`src/rtl/stage_modify_fold_pkg.sv`:
```
// stage_modify_fold_pkg: opcode bit indices and one-hot helper shared by the modify stage
package stage_modify_fold_pkg;
   localparam int OPCODE_MSB = 7;
   localparam int OP_INC = 0;
   localparam int OP_DEC = 1;
   localparam int OP_INCDP = 2;
   localparam int OP_DECDP = 3;
   localparam int OP_OUT = 4;
   localparam int OP_IN = 5;
   localparam int OP_LOOP = 6;
   localparam int OP_END = 7;
   typedef logic [OPCODE_MSB:0] opcode_t;
   function automatic opcode_t onehot(input int idx);
      return opcode_t'(1) << idx;
   endfunction
endpackage

```
`src/rtl/stage_modify_fold_accumulator.sv`:
```
// stage_modify_fold_accumulator: run-length accumulator for DP moves and cell updates
module stage_modify_fold_accumulator
   import stage_modify_fold_pkg::*;
#(
   parameter int FOLD = 1,
   parameter int STEP_W = 8
) (
   input  logic              clk,
   input  logic              reset,
   input  logic              valid,
   input  opcode_t           op_in,
   input  logic              out_free,
   output logic              occ,
   output logic              take,
   output logic              emit,
   output opcode_t           emit_op,
   output logic [STEP_W-1:0] emit_step
);
   typedef enum logic [1:0] {EMPTY, ACC_DP, ACC_CELL} acc_state_t;
   localparam logic signed [STEP_W:0] LIM = {1'b0, {STEP_W{1'b1}}};
   acc_state_t state, state_nx;
   logic signed [STEP_W:0] delta, delta_nx, unit, mag;
   logic is_dp, is_cell, up, same, room, flush;
   always_comb begin
      is_dp = op_in[OP_INCDP] | op_in[OP_DECDP];
      is_cell = op_in[OP_INC] | op_in[OP_DEC];
      up = op_in[OP_INCDP] | op_in[OP_INC];
      unit = up ? {{STEP_W{1'b0}}, 1'b1} : '1;
      same = (state == ACC_DP && is_dp) || (state == ACC_CELL && is_cell);
      room = up ? delta != LIM : delta != -LIM;
      occ = state != EMPTY;
      take = occ ? (valid && same && room) : (FOLD != 0 && valid && (is_dp || is_cell));
      flush = occ && !take && out_free;
      emit = flush && delta != '0;
      mag = delta[STEP_W] ? -delta : delta;
      emit_step = mag[STEP_W-1:0];
      emit_op = onehot(state == ACC_DP ? (delta[STEP_W] ? OP_DECDP : OP_INCDP)
                                       : (delta[STEP_W] ? OP_DEC : OP_INC));
      state_nx = flush ? EMPTY : (take && !occ) ? (is_dp ? ACC_DP : ACC_CELL) : state;
      delta_nx = flush ? '0 : take ? (occ ? delta + unit : unit) : delta;
   end
   always_ff @(posedge clk) begin
      if (reset) begin
         state <= EMPTY;
         delta <= '0;
      end else begin
         state <= state_nx;
         delta <= delta_nx;
      end
   end
endmodule

```
`src/rtl/stage_modify_fold.sv`:
```
// stage_modify_fold: modify stage folding runs of INC/DEC and INCDP/DECDP into one stepped op
module stage_modify_fold
   import stage_modify_fold_pkg::*;
#(
   parameter int FOLD = 1,
   parameter int STEP_W = 8
) (
   input  logic                  clk,
   input  logic                  reset,
   input  logic [OPCODE_MSB:0]   operation_in,
   input  logic                  drdy_in,
   output logic                  ack,
   output logic [OPCODE_MSB:0]   operation,
   output logic                  drdy,
   input  logic                  ack_in,
   output logic [STEP_W-1:0]     step,
   output logic                  dp_ce,
   output logic                  dp_down
);
   logic out_free, occ, take, emit, load;
   opcode_t emit_op;
   logic [STEP_W-1:0] emit_step;
   stage_modify_fold_accumulator #(.FOLD(FOLD), .STEP_W(STEP_W)) u_acc (
      .clk(clk),
      .reset(reset),
      .valid(drdy_in),
      .op_in(operation_in),
      .out_free(out_free),
      .occ(occ),
      .take(take),
      .emit(emit),
      .emit_op(emit_op),
      .emit_step(emit_step)
   );
   // barriers may only enter while the accumulator is empty, keeping op order
   always_comb begin
      out_free = !drdy || ack_in;
      ack = !reset && (take || (!occ && out_free));
      load = emit || (drdy_in && ack && !take);
      dp_ce = drdy && ack_in && (operation[OP_INCDP] || operation[OP_DECDP]);
      dp_down = operation[OP_DECDP];
   end
   always_ff @(posedge clk) begin
      if (reset) begin
         drdy <= 1'b0;
         operation <= '0;
         step <= '0;
      end else if (load) begin
         drdy <= 1'b1;
         operation <= emit ? emit_op : operation_in;
         step <= emit ? emit_step : STEP_W'(1);
      end else if (ack_in) begin
         drdy <= 1'b0;
      end
   end
endmodule

```
`config.mk`:
```
export PLATFORM = sky130hd
export DESIGN_NAME = stage_modify_fold
export DESIGN_NICKNAME = d
export VERILOG_FILES = /design/src/rtl/stage_modify_fold_pkg.sv /design/src/rtl/stage_modify_fold_accumulator.sv /design/src/rtl/stage_modify_fold.sv
export SDC_FILE = /design/constraint.sdc
export NUM_CORES = 1
export LEC_CHECK = 0
export CORE_ASPECT_RATIO = 1.75
export CORE_MARGIN = 5
export CORE_UTILIZATION = 30
export DETAILED_ROUTE_END_ITERATION = 8
export PLACE_DENSITY_LB_ADDON = 0.05
export SYNTH_ARGS = -nofsm -noshare
export SYNTH_HDL_FRONTEND = slang
export SYNTH_HIERARCHICAL = 1
export SYNTH_SLANG_ARGS = --single-unit
export TNS_END_PERCENT = 50
```
`constraint.sdc`:
```
create_clock -name clk -period 5.8 [get_ports clk]
set_clock_uncertainty 0.15 [all_clocks]
set_input_delay 1.74 -clock clk [delete_from_list [all_inputs] [get_ports clk]]
set_output_delay 1.74 -clock clk [all_outputs]
set_load 0.005 [all_outputs]
```
; Word-level counts from Yosys, hierarchy flattened
; Cells that the tools add are included.
[word_totals]
ff_bits = 28
input_bits = 12
[classes]
n_addsub = 2
eq_ne = 4
n_shift = 1
mux = 13
bitwise = 3
reduce_logical = 29
[op_table]
columns = op, n
row1 = 32-bit 2-to-1 mux, 1
row2 = "1-bit by 32-bit << shifter with 8-bit output, first input constant", 1
row3 = 8-bit 2-to-1 mux, 3
row4 = 9-bit 2-to-1 mux, 2
row5 = "9-bit != test, second input constant", 2
row6 = 1-bit logical AND, 15
row7 = 9-bit adder, 1
row8 = 9-bit nonzero test, 1
row9 = 8-bit negation, 1
row10 = 1-bit logical OR, 6
row11 = 1-bit 2-to-1 mux, 6
row12 = 1-bit logical NOT, 4
row13 = 2-bit nonzero test, 2
row14 = 1-bit OR, 3
row15 = "2-bit by 1-bit equality test with 1-bit output, second input constant", 1
row16 = "2-bit equality test, second input constant", 1
row17 = 2-bit 2-to-1 mux, 1
row18 = 2-bit OR reduction, 1

; Longest topological paths before layout
; Gate-level depths: netlist of the first run.
[logic_depth]
depth_word = 12
ltp_mapped = 14
depth_no_buf = 11

; By module
; The synthesis of the first run kept the hierarchy.
[modules_own_cells]
columns = module, n_inst, cells_each, area_each_um2, seq_area_each_um2
row1 = stage_modify_fold_accumulator, 1, 156, 1227.4, 220.2
row2 = stage_modify_fold, 1, 102, 942.2, 340.3

; Least setup slack after synthesis of the first run
; No wires, ideal clock.
[synth_timing]
path_type = input -> output
start = input port operation_in[2]
end = output port ack
arrival_time_ps = 3489
setup_slack_ps = 421
path_stages = 11
n_path_buf = 2
path_cell_list = or2_4 clkinv_8 ha_1 buf_2 and3_1 nand2_1 o311ai_4 nand2b_2 buf_6 a21oi_1 nor2_1
[synth_between]
elab_chain_len = 8
[synth_lines]
columns = item, line
row1 = from (decl), stage_modify_fold.sv:10  ; input logic [OPCODE_MSB:0] operation_in,
row2 = 1-bit OR, stage_modify_fold_accumulator.sv:25  ; is_dp = op_in[OP_INCDP] | op_in[OP_DECDP];
row3 = 1-bit logical AND, stage_modify_fold_accumulator.sv:29  ; same = (state == ACC_DP && is_dp) || (state == ACC_CELL && is_cell);
row4 = 1-bit logical OR, stage_modify_fold_accumulator.sv:29
row5 = 1-bit logical AND (2 in a row), stage_modify_fold_accumulator.sv:32  ; take = occ ? (valid && same && room) : (FOLD != 0 && valid && (is_dp || is_cell));
row6 = 1-bit 2-to-1 mux *, stage_modify_fold_accumulator.sv:32
row7 = via take, stage_modify_fold.sv:20  ; logic out_free, occ, take, emit, load;
row8 = 1-bit logical OR *, stage_modify_fold.sv:38  ; ack = !reset && (take || (!occ && out_free));
row9 = 1-bit logical AND *, stage_modify_fold.sv:38
row10 = to (decl), stage_modify_fold.sv:12  ; output logic ack,
; The timed path passes the listed nets; every way through them passes the cells marked *.

; Final worst setup path of the first run
; Same ends and word-level chain as after synthesis.

==> summary.md, run 1 <==
| Metric | Value |
|---|---|
| Status | `finished, final reports clean` |
| Most used flip-flop cell after synthesis | `dfxtp_1` |
| Synth Area in Adders | `between 6 and 7%` |
| CP peak stage delay | `between 400 and 500 ps` |
| Max Cap Viol | `0` |
| PD cells | `around 270 mW/mm^2` |
| Drt first-iter violations | `100` |
| Clk_lat worst skew | `between 200 and 300 ps` |
| Final setup violation count | `0` |
| Starting Density | `between 30 and 40%` |
| Biggest area consumer among synthesized cells | `dfxtp_1` |
| Top post-synthesis cells by count | `nor2_1 (34), dfxtp_1 (28), nand2_1 (21), a21oi_1 (20), o21ai_0 (11)` |
| Main area contributors after synthesis | `dfxtp_1 (26%), nor2_1 (5.9%), ha_1 (5.2%), a21oi_1 (4.6%), a221oi_2 (4.2%)` |
| Synth top area share | `about a quarter` |
| Number of synthesized register bits | `28` |
| RD Place Congestion | `0.887` |
| Final hold viol count | `0` |
| Floorplan row count | `41` |
| CTS Hold Bufs | `0` |
| TritonCTS clock tree | `yes` |
| Die X | `between 70 and 80 um` |
| Crit-path cells | `clkdlybuf4s50_1 > or2_4 > clkinv_8 > ha_1 > and3_4 > nand2_1 > o311ai_4 > nand2b_4 > a21oi_2 > nor2_1 > clkbuf_2` |
| Slew Limit Fails | `0` |
| Port bufs | `31` |
| Total I/O pin count | `32` |
| CTS Buffer Depth | `2` |
| Minimum clock period | `5610 ps` |
| Root buf cell | `clkbuf_16` |
| Seq/Total Area, Yosys | `25.8%` |
| YS warnings | `6` |
| CP top delay family | `buffers and inverters` |
| H-tree Lvls | `1` |
| Maximum VDD drop | `~110 uV` |
| Simple-gate portion of the synthesized area | `between 20% and 30%` |
| Combinational family with the most area after synthesis | `compound AO/OA/AOI/OAI gates` |
| Fin nets | `between 300 and 400` |
| DR pass1 iterations | `4` |
| Setup crit start kind | `primary input` |
| Reg clk slew, reported paths | `~70 ps` |
| Critical path type | `in -> out` |
| Antenna fix cells | `0` |
| Die height | `about 120 um` |
| Achievable Freq | `about 180 MHz` |
| Cell Area, Synth | `~0.0022 mm^2` |
| Crit share post-route | `slightly below 100%` |
| Remaining DRCs | `0` |
| Drt wl/cell | `roughly 17 um` |
| All-Layer GR Usage | `around 15%` |
| Overall routed net length | `6350 um` |
| Count leader, synth | `nor2_1` |
| Post-synthesis cell type count | `58` |
| Buf/Inv on CP | `3` |
| Area Overhead vs Synth | `25.5%` |
| Highest-delay cell along the critical path | `clkdlybuf4s50_1` |
| CP Data Arrival Time | `roughly 3700 ps` |
| # fillers | `approximately 800` |
| Post-synth EDFFs | `0` |
| Initial antenna violation count | `0` |
| HPWL Detailed | `5050 um` |
| Cts bufs inserted | `3` |
| Crit path max fanout | `6` |
| Avg Vias per Cell | `5.16` |
| Post-route cell area | `around 0.0027 mm^2` |
| Layout cell share with drive strength beyond 1 | `between 10% and 20%` |
| Clock Sinks | `28` |
| Fraction of registers with async set/reset | `0%` |
| Xor/xnor cell area share of the yosys netlist | `under 10%` |
| Pin count of the biggest net entering global routing | `26` |
| Die area | `slightly above 0.009 mm^2` |
| CP required | `a little under 4000 ps` |
| Vias in the first global route | `about 2000` |
| Critical path endpoint category | `primary output` |
| Mux contribution to synthesized area | `0%` |
| Storage cell area | `561 um^2` |
| Leakage power | `0.00101 uW` |
| Via count | `between 1500 and 2000` |
| Core area | `0.00713 mm^2` |
| Multi-input logic area | `between 0.001 and 0.0015 mm^2` |
| HP Class | `reg -> reg` |
| Minimum hold slack | `roughly 320 ps` |
| Dpl cell area | `about 0.0026 mm^2` |
| Post-route ant nets | `0` |
| Compound-Gate Fraction of Synth Area | `29.9%` |
| Syn_area_per_cell | `about 8.4 um^2` |
| Cells after synthesis | `between 200 and 300` |
| Slew HR | `slightly above 60%` |
| Grt total ovfl | `0` |
| Least-Margin Pin Slew | `about 570 ps` |
| First-pass GRT wire length | `just over 10000 um` |
| RSZ-0062 raised after global routing | `false` |
-- flip-flops by register name, summed over array words and instances, names as in the netlist --
register	count
u_acc/state	2
operation	8
step	8
drdy	1
u_acc/delta	9
-- layout make-up --
cell class | count | share of cell area, %
Inverter | 12 | 2.11
Timing Repair Buffer | 50 | 16.9
Sequential cell | 28 | 20.6
Tap cell | 86 | 3.95
Multi-Input combinational cell | 200 | 53.2
Clock buffer | 4 | 3.26
-- what timing repair did --
action | CTS | global route
gates cloned | 0 | 0
setup endpoints to repair | 1 | 1
hold endpoints to repair | 0 | 0
buffers inserted | 1 | 0
resized for setup | 2 | 7
pin swaps | 2 | 2
-- logic make-up (layout without fill, tap and decap cells) --
kind of cell | after synthesis | in the layout
buf+inv | 33 | 66
fa+ha+maj | 10 | 10
xor+xnor | 9 | 9
flops | 28 | 28
simple gates | 95 | 95
other cells | 1 | 4
compound gates | 82 | 82
-- worst paths after layout --
check / cells past startpoint / slack (ps) / endpoint / from
worst max-delay path: 11 / 190 / ack / operation_in[2]
worst min-delay path: 2 / 320 / step[6] / step[6]
worst max register to register: 10 / 2490 / operation[0] / u_acc/delta[8]
worst min register to register: 2 / 320 / step[6] / step[6]
-- worst min-delay path: stages, from the launching register on --
cell	delay, ps
dfxtp_1	310
o311ai_1	60
a21oi_1	60
-- per-stage QoR --
step	instances	power [uW]	worst slack (ps)	setup TNS, ps	util (%)
final	380	747	191	0	38.2
after global routing	380	802	68.0	0	38.2
after CTS	380	754	24.0	0	37.7
after detailed placement	375	575	-176	-176	36.3
after global placement	375	575	-114	-114	36.3
after floorplan	261	459	421	0	-
-- metal layers --
| metal | part of all wire [%] | wire [um] | global-route usage (%) |
|---|---|---|---|
| met3 | 2.6 | 162 | 1.07 |
| met2 | 55 | 3470 | 28.0 |
| met1 | 40 | 2540 | 16.2 |
| met4 | 2.7 | 173 | 6.24 |
| met5 | 0 | 0 | 0 |
-- cells in the final DEF (no fill, tap or decap), types with 7 or more instances in the layout --
master | Yosys | routed
a21oi_1 | 20 | 19
buf_4 | 7 | 18
clkdlybuf4s50_1 | 0 | 30
dfxtp_1 | 28 | 28
ha_1 | 9 | 7
inv_1 | 8 | 8
nand2_1 | 21 | 21
nor2_1 | 34 | 34
o21ai_0 | 11 | 11
o21bai_1 | 7 | 7
-- report_power, final --
part | leakage, uW | switching, uW | total [uW] | internal, uW
clock | 0.0000442 | 68.9 | 175 | 106
sequential | 0.000229 | 32.7 | 254 | 221
combinational | 0.000736 | 165 | 318 | 153
total | 0.00101 | 267 | 747 | 481
Power figures use the tool's default switching activity.
==> run 2, diff against run 1 <==
==> constraint.sdc (replaced) <==
create_clock -name clk -period 5.75 [get_ports clk]
set_clock_uncertainty 0.15 [all_clocks]
set_input_delay 1.725 -clock clk [delete_from_list [all_inputs] [get_ports clk]]
set_output_delay 1.725 -clock clk [all_outputs]
set_load 0.005 [all_outputs]
==> summary.md, run 2 (synthesis gave the netlist of run 1 again) <==
| Metric | Value |
|---|---|
| Final hold viol count | `0 (unchanged)` |
| DR pass1 iterations | `4 (unchanged)` |
| Crit path max fanout | `6 (unchanged)` |
| Minimum hold slack | `326 ps (was 325 ps)` |
| HPWL Detailed | `5000 um (was 5050 um)` |
| Flop2flop setup slack | `2580 ps (was 2490 ps)` |
| Total I/O pin count | `32 (unchanged)` |
| Leakage power | `0.00101 uW (about the same)` |
| HP Start | `step[6] (unchanged)` |
| Largest registers | `u_acc/delta: 9 flops, operation: 8 flops, step: 8 flops (unchanged)` |
| PnR worst setup slack | `192 ps (was 191 ps)` |
| Tot Pwr | `782 uW (was 747 uW)` |
| Critical path type | `in -> out (unchanged)` |
| All-Layer GR Usage | `15.2% (was 14.7%)` |
| Reg clk slew, reported paths | `70 ps (about the same)` |
| Least-Margin Pin Slew | `543 ps (was 567 ps)` |
| TritonCTS clock tree | `yes (unchanged)` |
| Dpl cell area | `0.00258 mm^2 (was 0.00259 mm^2)` |
| Floorplan row count | `41 (unchanged)` |
| Hold worst-path end | `step[6] (unchanged)` |
| Reg-to-reg endpoint | `operation[0] (unchanged)` |
| CP peak stage delay | `480 ps (was 490 ps)` |
| Remaining DRCs | `0 (unchanged)` |
| Port bufs | `31 (unchanged)` |
| Largest register FFs | `9 (unchanged)` |
| Slew Limit Fails | `0 (unchanged)` |
| Drt wl/cell | `16.8 um (was 16.7 um)` |
| Cells on worst reg2reg path | `11 (was 10)` |
| Critical path endpoint category | `primary output (unchanged)` |
| Highest-delay cell along the critical path | `clkdlybuf4s50_1 (unchanged)` |
| Cts bufs inserted | `3 (unchanged)` |
| Die X | `74.3 um (unchanged)` |
| Final setup violation count | `0 (unchanged)` |
| CP required | `3880 ps (was 3910 ps)` |
| Util after Layout | `38.2% (about the same)` |
| Most flop-heavy register | `u_acc/delta (unchanged)` |
| Antenna fix cells | `0 (unchanged)` |
| Die area | `0.00910 mm^2 (unchanged)` |
| Die height | `122 um (unchanged)` |
| Status | `finished, final reports clean (unchanged)` |
| Dpl ws | `-180 ps (was -176 ps)` |
| Post-route ant nets | `0 (unchanged)` |
| Starting Density | `30.4% (unchanged)` |
| Leading cell types in the layout, fill and taps excluded | `nor2_1 (34), clkdlybuf4s50_1 (30), dfxtp_1 (28) (unchanged)` |
| Avg Vias per Cell | `5.20 (was 5.16)` |
| Via count | `1977 (was 1959)` |
| H-tree Lvls | `1 (unchanged)` |
| Minimum clock period | `5560 ps` |
| Pin count of the biggest net entering global routing | `27 (was 26)` |
| CTS Hold Bufs | `0 (unchanged)` |
| Max Cap Viol | `0 (unchanged)` |
| Commonest non-fill, non-tap cell in the layout | `nor2_1 (unchanged)` |
| Area Overhead vs Synth | `25.6% (was 25.5%)` |
| Achievable Freq | `180 MHz` |
| RD Place Congestion | `0.882 (was 0.887)` |
| Layout cell share with drive strength beyond 1 | `19.0% (unchanged)` |
| Clock Sinks | `28 (unchanged)` |
| Crit-path cells | `clkdlybuf4s50_1 > or2_4 > clkinv_8 > ha_1 > ha_2 > nand3_2 > o311ai_4 > nand2b_4 > a21oi_2 > nor2_1 > clkbuf_2 (was clkdlybuf4s50_1 > or2_4 > clkinv_8 > ha_1 > and3_4 > nand2_1 > o311ai_4 > nand2b_4 > a21oi_2 > nor2_1 > clkbuf_2)` |
| CP Data Arrival Time | `3680 ps (was 3720 ps)` |
| # fillers | `764 (was 781)` |
| Initial antenna violation count | `0 (unchanged)` |
| Drt first-iter violations | `86 (was 100)` |
| Overall routed net length | `6390 um (was 6350 um)` |
| PD cells | `287 mW/mm^2 (was 274 mW/mm^2)` |
| Fin nets | `317 (unchanged)` |
| First-pass GRT wire length | `10500 um (was 10200 um)` |
| Grt total ovfl | `0 (unchanged)` |
| Root buf cell | `clkbuf_16 (unchanged)` |
| RSZ-0062 raised after global routing | `false (unchanged)` |
| Maximum VDD drop | `112 uV (was 111 uV)` |
| Core area | `0.00713 mm^2 (unchanged)` |
| Crit share post-route | `between 90% and 100%` |
| Clk_lat worst skew | `270 ps (about the same)` |
| Worst hold stages | `2 (unchanged)` |
| Slew HR | `63.7% (was 62.1%)` |
| HP Class | `reg -> reg (unchanged)` |
| Setup crit start kind | `primary input (unchanged)` |
| Post-route cell area | `0.00273 mm^2 (was 0.00272 mm^2)` |
| R2R Path Start | `u_acc/delta[8] (unchanged)` |
| Vias in the first global route | `2030 (was 1951)` |
| CTS Buffer Depth | `2 (unchanged)` |
[run 2: changes by cell type in the layout (fill, tap and decap cells not counted), sizes merged]
cell,previous run,this run
bufinv,0,1
clkbuf,5,4
[run 2: report_power, final]
| group | switching, uW | internal, uW |
|---|---|---|
| clock network | 71.9 | 139 |
| logic | 165 | 150 |
| registers | 32.9 | 223 |
| total | 269 | 512 |
[run 2: layout make-up]
type / count / area [um^2] / share of cell area [%]
inverters: 12 / 57.6 / 2.11
well taps: 86 / 108 / 3.95
clock buffers: 3 / 75.1 / 2.75
multi-input cells: 200 / 1450 / 53.1
repair buffers: 50 / 448 / 16.4
flip-flops and latches: 28 / 561 / 20.6
clock inverters: 1 / 30.0 / 1.10
[run 2: critical path: cells and delay by family]
family	cells	cell delay [ps]
fa+ha+maj	2	460
buf+inv	3	660
simple gates	4	390
compound gates	2	440
[run 2: timing repair]
action                     in CTS  in global routing
setup endpoints to repair       1                  1
pin swaps                       0                  2
gates resized for setup         1                  8
setup buffers                   0                  1
[run 2: through the flow]
step | std cells | TNS, ps
after CTS | 379 | 0
after global placement | 375 | -138
after global routing | 380 | 0
after floorplan | 261 | 0
after detailed placement | 375 | -180
final | 380 | 0
[run 2: per-layer routing]
layer	global-route usage, %	part of all wire [%]
met4	6.90	2.8
met2	28.4	55
met1	16.7	40
met5	0	0
met3	1.15	2.7
[run 2: worst max path at each step]
stage | startpoint | slack (ps) | depth (start not counted) | end
finish | operation_in[2] | 190 | 11 | ack
global route | operation_in[2] | 60 | 11 | ack
CTS | operation_in[2] | 9 | 11 | ack
detailed placement | operation_in[2] | -180 | 11 | ack
global placement | operation_in[2] | -140 | 11 | ack
floorplan | operation_in[2] | 400 | 11 | ack
==> run 3, diff against run 2 <==
--- a/config.mk
+++ b/config.mk
@@ -8,7 +8,9 @@
 export CORE_ASPECT_RATIO = 1.75
 export CORE_MARGIN = 5
 export CORE_UTILIZATION = 30
+export CTS_CLUSTER_SIZE = 12
 export DETAILED_ROUTE_END_ITERATION = 8
+export DONT_BUFFER_PORTS = 1
 export PLACE_DENSITY_LB_ADDON = 0.05
 export SYNTH_ARGS = -nofsm -noshare
 export SYNTH_HDL_FRONTEND = slang
==> summary.md, run 3 (synthesis gave the netlist of run 1 again) <==
| Metric | Value |
|---|---|
| Status | `finished, final reports clean (unchanged)` |
| Cts bufs inserted | `3 (unchanged)` |
| Floorplan row count | `41 (unchanged)` |
| Drt wl/cell | `18.8 um (was 16.8 um)` |
| Highest-delay cell along the critical path | `ha_1 (was clkdlybuf4s50_1)` |
| Setup TNS | `0 ps (unchanged)` |
| CP required | `3880 ps (about the same)` |
| Remaining DRCs | `0 (unchanged)` |
| HPWL Detailed | `4810 um (was 5000 um)` |
| Buf/Inv on CP | `1 (was 3)` |
| Internal power | `459 uW (was 512 uW)` |
| CP Data Arrival Time | `3300 ps (was 3680 ps)` |
| CTS Hold Bufs | `0 (unchanged)` |
| Total I/O pin count | `32 (unchanged)` |
| Max Cap Viol | `0 (unchanged)` |
| HP Class | `reg -> reg (unchanged)` |
| Reg-to-reg endpoint | `operation[2] (was operation[0])` |
| Critical path endpoint category | `primary output (unchanged)` |
| Via count | `1814 (was 1977)` |
| Post-route ant nets | `0 (unchanged)` |
| CTS resizes | `0 (was 1)` |
| Avg Vias per Cell | `5.41 (was 5.20)` |
| Port bufs | `0 (was 31)` |
| Achievable Freq | `193 MHz (was 180 MHz)` |
| Core area | `0.00713 mm^2 (unchanged)` |
| Layout cell share with drive strength beyond 1 | `14.5% (was 19.0%)` |
| Flop2flop setup slack | `2460 ps (was 2580 ps)` |
| DR pass1 iterations | `4 (unchanged)` |
| Largest registers | `u_acc/delta: 9 flops, operation: 8 flops, step: 8 flops (unchanged)` |
| Sequential Power Share | `36.1% (was 32.8%)` |
| Post-CTS setup buffers | `0 (unchanged)` |
| Fin nets | `272 (was 317)` |
| R2R Path Start | `u_acc/delta[5] (was u_acc/delta[8])` |
| Clk_lat worst skew | `270 ps (about the same)` |
| Pin count of the biggest net entering global routing | `27 (unchanged)` |
| Cells on worst reg2reg path | `11 (unchanged)` |
| First-pass GRT wire length | `10300 um (was 10500 um)` |
| Area Overhead vs Synth | `4.79% (was 25.6%)` |
| Least-Margin Pin Slew | `626 ps (was 543 ps)` |
| Leakage power | `0.000832 uW (was 0.00101 uW)` |
| Crit path max fanout | `12 (was 6)` |
| All-Layer GR Usage | `14.8% (was 15.2%)` |
| Switching pwr | `259 uW (was 269 uW)` |
| Tot Pwr | `719 uW (was 782 uW)` |
| Vias in the first global route | `1934 (was 2030)` |
| Hold worst-path end | `step[6] (unchanged)` |
| Most flop-heavy register | `u_acc/delta (unchanged)` |
| Crit share post-route | `89.9% (was 96.7%)` |
| Setup crit start kind | `primary input (unchanged)` |
| Initial antenna violation count | `0 (unchanged)` |
| Grt total ovfl | `0 (unchanged)` |
| # placed instances | `331 (was 375)` |
| Switching share of power | `36.1% (was 34.5%)` |
| Clock Sinks | `28 (unchanged)` |
| Minimum clock period | `5170 ps (was 5560 ps)` |
| RSZ-0062 raised after global routing | `false (unchanged)` |
| Drt first-iter violations | `92 (was 86)` |
| Final hold viol count | `0 (unchanged)` |
| Antenna fix cells | `0 (unchanged)` |
| Starting Density | `30.4% (unchanged)` |
| H-tree Lvls | `1 (unchanged)` |
| Maximum VDD drop | `120 uV (was 112 uV)` |
| Overall routed net length | `6300 um (was 6390 um)` |
| Die height | `122 um (unchanged)` |
| Combinational group share of total power | `33.8% (was 40.3%)` |
| CP peak stage delay | `410 ps (was 480 ps)` |
| Largest register FFs | `9 (unchanged)` |
| Leading cell types in the layout, fill and taps excluded | `nor2_1 (34), dfxtp_1 (28), nand2_1 (21) (was nor2_1 (34), clkdlybuf4s50_1 (30), dfxtp_1 (28))` |
| Critical path type | `in -> out (unchanged)` |
| Dpl ws | `575 ps (was -180 ps)` |
| Die X | `74.3 um (unchanged)` |
| CP top delay family | `simple AND/OR/NAND/NOR gates (was buffers and inverters)` |
| RD Place Congestion | `0.804 (was 0.882)` |
| Worst hold stages | `2 (unchanged)` |
| Commonest non-fill, non-tap cell in the layout | `nor2_1 (unchanged)` |
| Util after Layout | `31.9% (was 38.2%)` |
| Final setup violation count | `0 (unchanged)` |
| Root buf cell | `clkbuf_16 (unchanged)` |
| Slew HR | `58.0% (was 63.7%)` |
| CTS Buffer Depth | `2 (unchanged)` |
| TritonCTS clock tree | `yes (unchanged)` |
| HP Start | `step[6] (unchanged)` |
| Reg clk slew, reported paths | `80 ps (was 70 ps)` |
| PD cells | `316 mW/mm^2 (was 287 mW/mm^2)` |
| Clock Power Share | `30.1% (was 27.0%)` |
| Crit-path cells | `or2_4 > clkinv_8 > ha_1 > and3_1 > nand2_1 > o311ai_4 > nand2b_2 > a21oi_1 > nor2_1 (was clkdlybuf4s50_1 > or2_4 > clkinv_8 > ha_1 > ha_2 > nand3_2 > o311ai_4 > nand2b_4 > a21oi_2 > nor2_1 > clkbuf_2)` |
| Slew Limit Fails | `0 (unchanged)` |
| PnR worst setup slack | `578 ps (was 192 ps)` |
| Die area | `0.00910 mm^2 (unchanged)` |
| Non-Filler Instances | `335 (was 380)` |
==> run 3: cell types whose count changed in the layout (fill, tap and decap cells not counted), sizes merged <==
| cell | change |
|---|---|
| buf | -14 |
| clkdlybuf4s50 | -30 |
| clkbuf | -1 |
==> run 3: power by group through the flow <==
stage / clock (uW) / combinational, uW / sequential (uW)
finish: 216 / 243 / 259
global route: 230 / 274 / 266
global placement: 0 / 248 / 266
detailed placement: 0 / 247 / 266
floorplan: 0 / 213 / 251
CTS: 226 / 247 / 261
==> run 3: worst max-delay path by stage <==
| stage | slack, ps | startpoint | depth (start not counted) | to |
|---|---|---|---|---|
| 2_1_floorplan | 400 | operation_in[2] | 11 | ack |
| 3_3_place_gp | 580 | operation_in[2] | 9 | ack |
| 3_5_place_dp | 570 | operation_in[2] | 9 | ack |
| 4_1_cts | 580 | operation_in[2] | 9 | ack |
| 5_1_grt | 480 | operation_in[2] | 9 | ack |
| 6_report | 580 | operation_in[2] | 9 | ack |
==> run 3: layer usage <==
metal  track usage (%)  vias to the layer above  part of all wire, %
li1                  -                      911                    -
met1              16.9                      861                   40
met2              27.6                       37                   55
met3              1.48                        5                  3.3
met4              5.46                        0                  1.5
met5                 0                        -                    0
==> run 3: layout make-up <==
| cell class | count | area [um^2] |
|---|---|---|
| Multi-Input combinational cell | 200 | 1410 |
| Sequential cell | 28 | 561 |
| Clock inverter | 1 | 30.0 |
| Fill cell | 772 | 4860 |
| Timing Repair Buffer | 5 | 37.5 |
| Inverter | 12 | 57.6 |
| Clock buffer | 3 | 75.1 |
| Tap cell | 86 | 108 |
==> run 3: worst register-to-register path, stage by stage, from the launching register on <==
cell and delay, ps:
dfxtp_1 390, ha_1 440, and3_1 210, nand2_1 90, o311ai_4 310, buf_4 220, nor2b_1 170, o41a_1 420
buf_4 280, nor2_1 80, and4_2 230, a211oi_1 200
==> run 3: metrics by stage <==
step	hold slack [ps]	instance area [um^2]
final	342	2270
after global routing	369	2270
after CTS	347	2270
after detailed placement	335	2170
after global placement	327	2170
after floorplan	319	2180
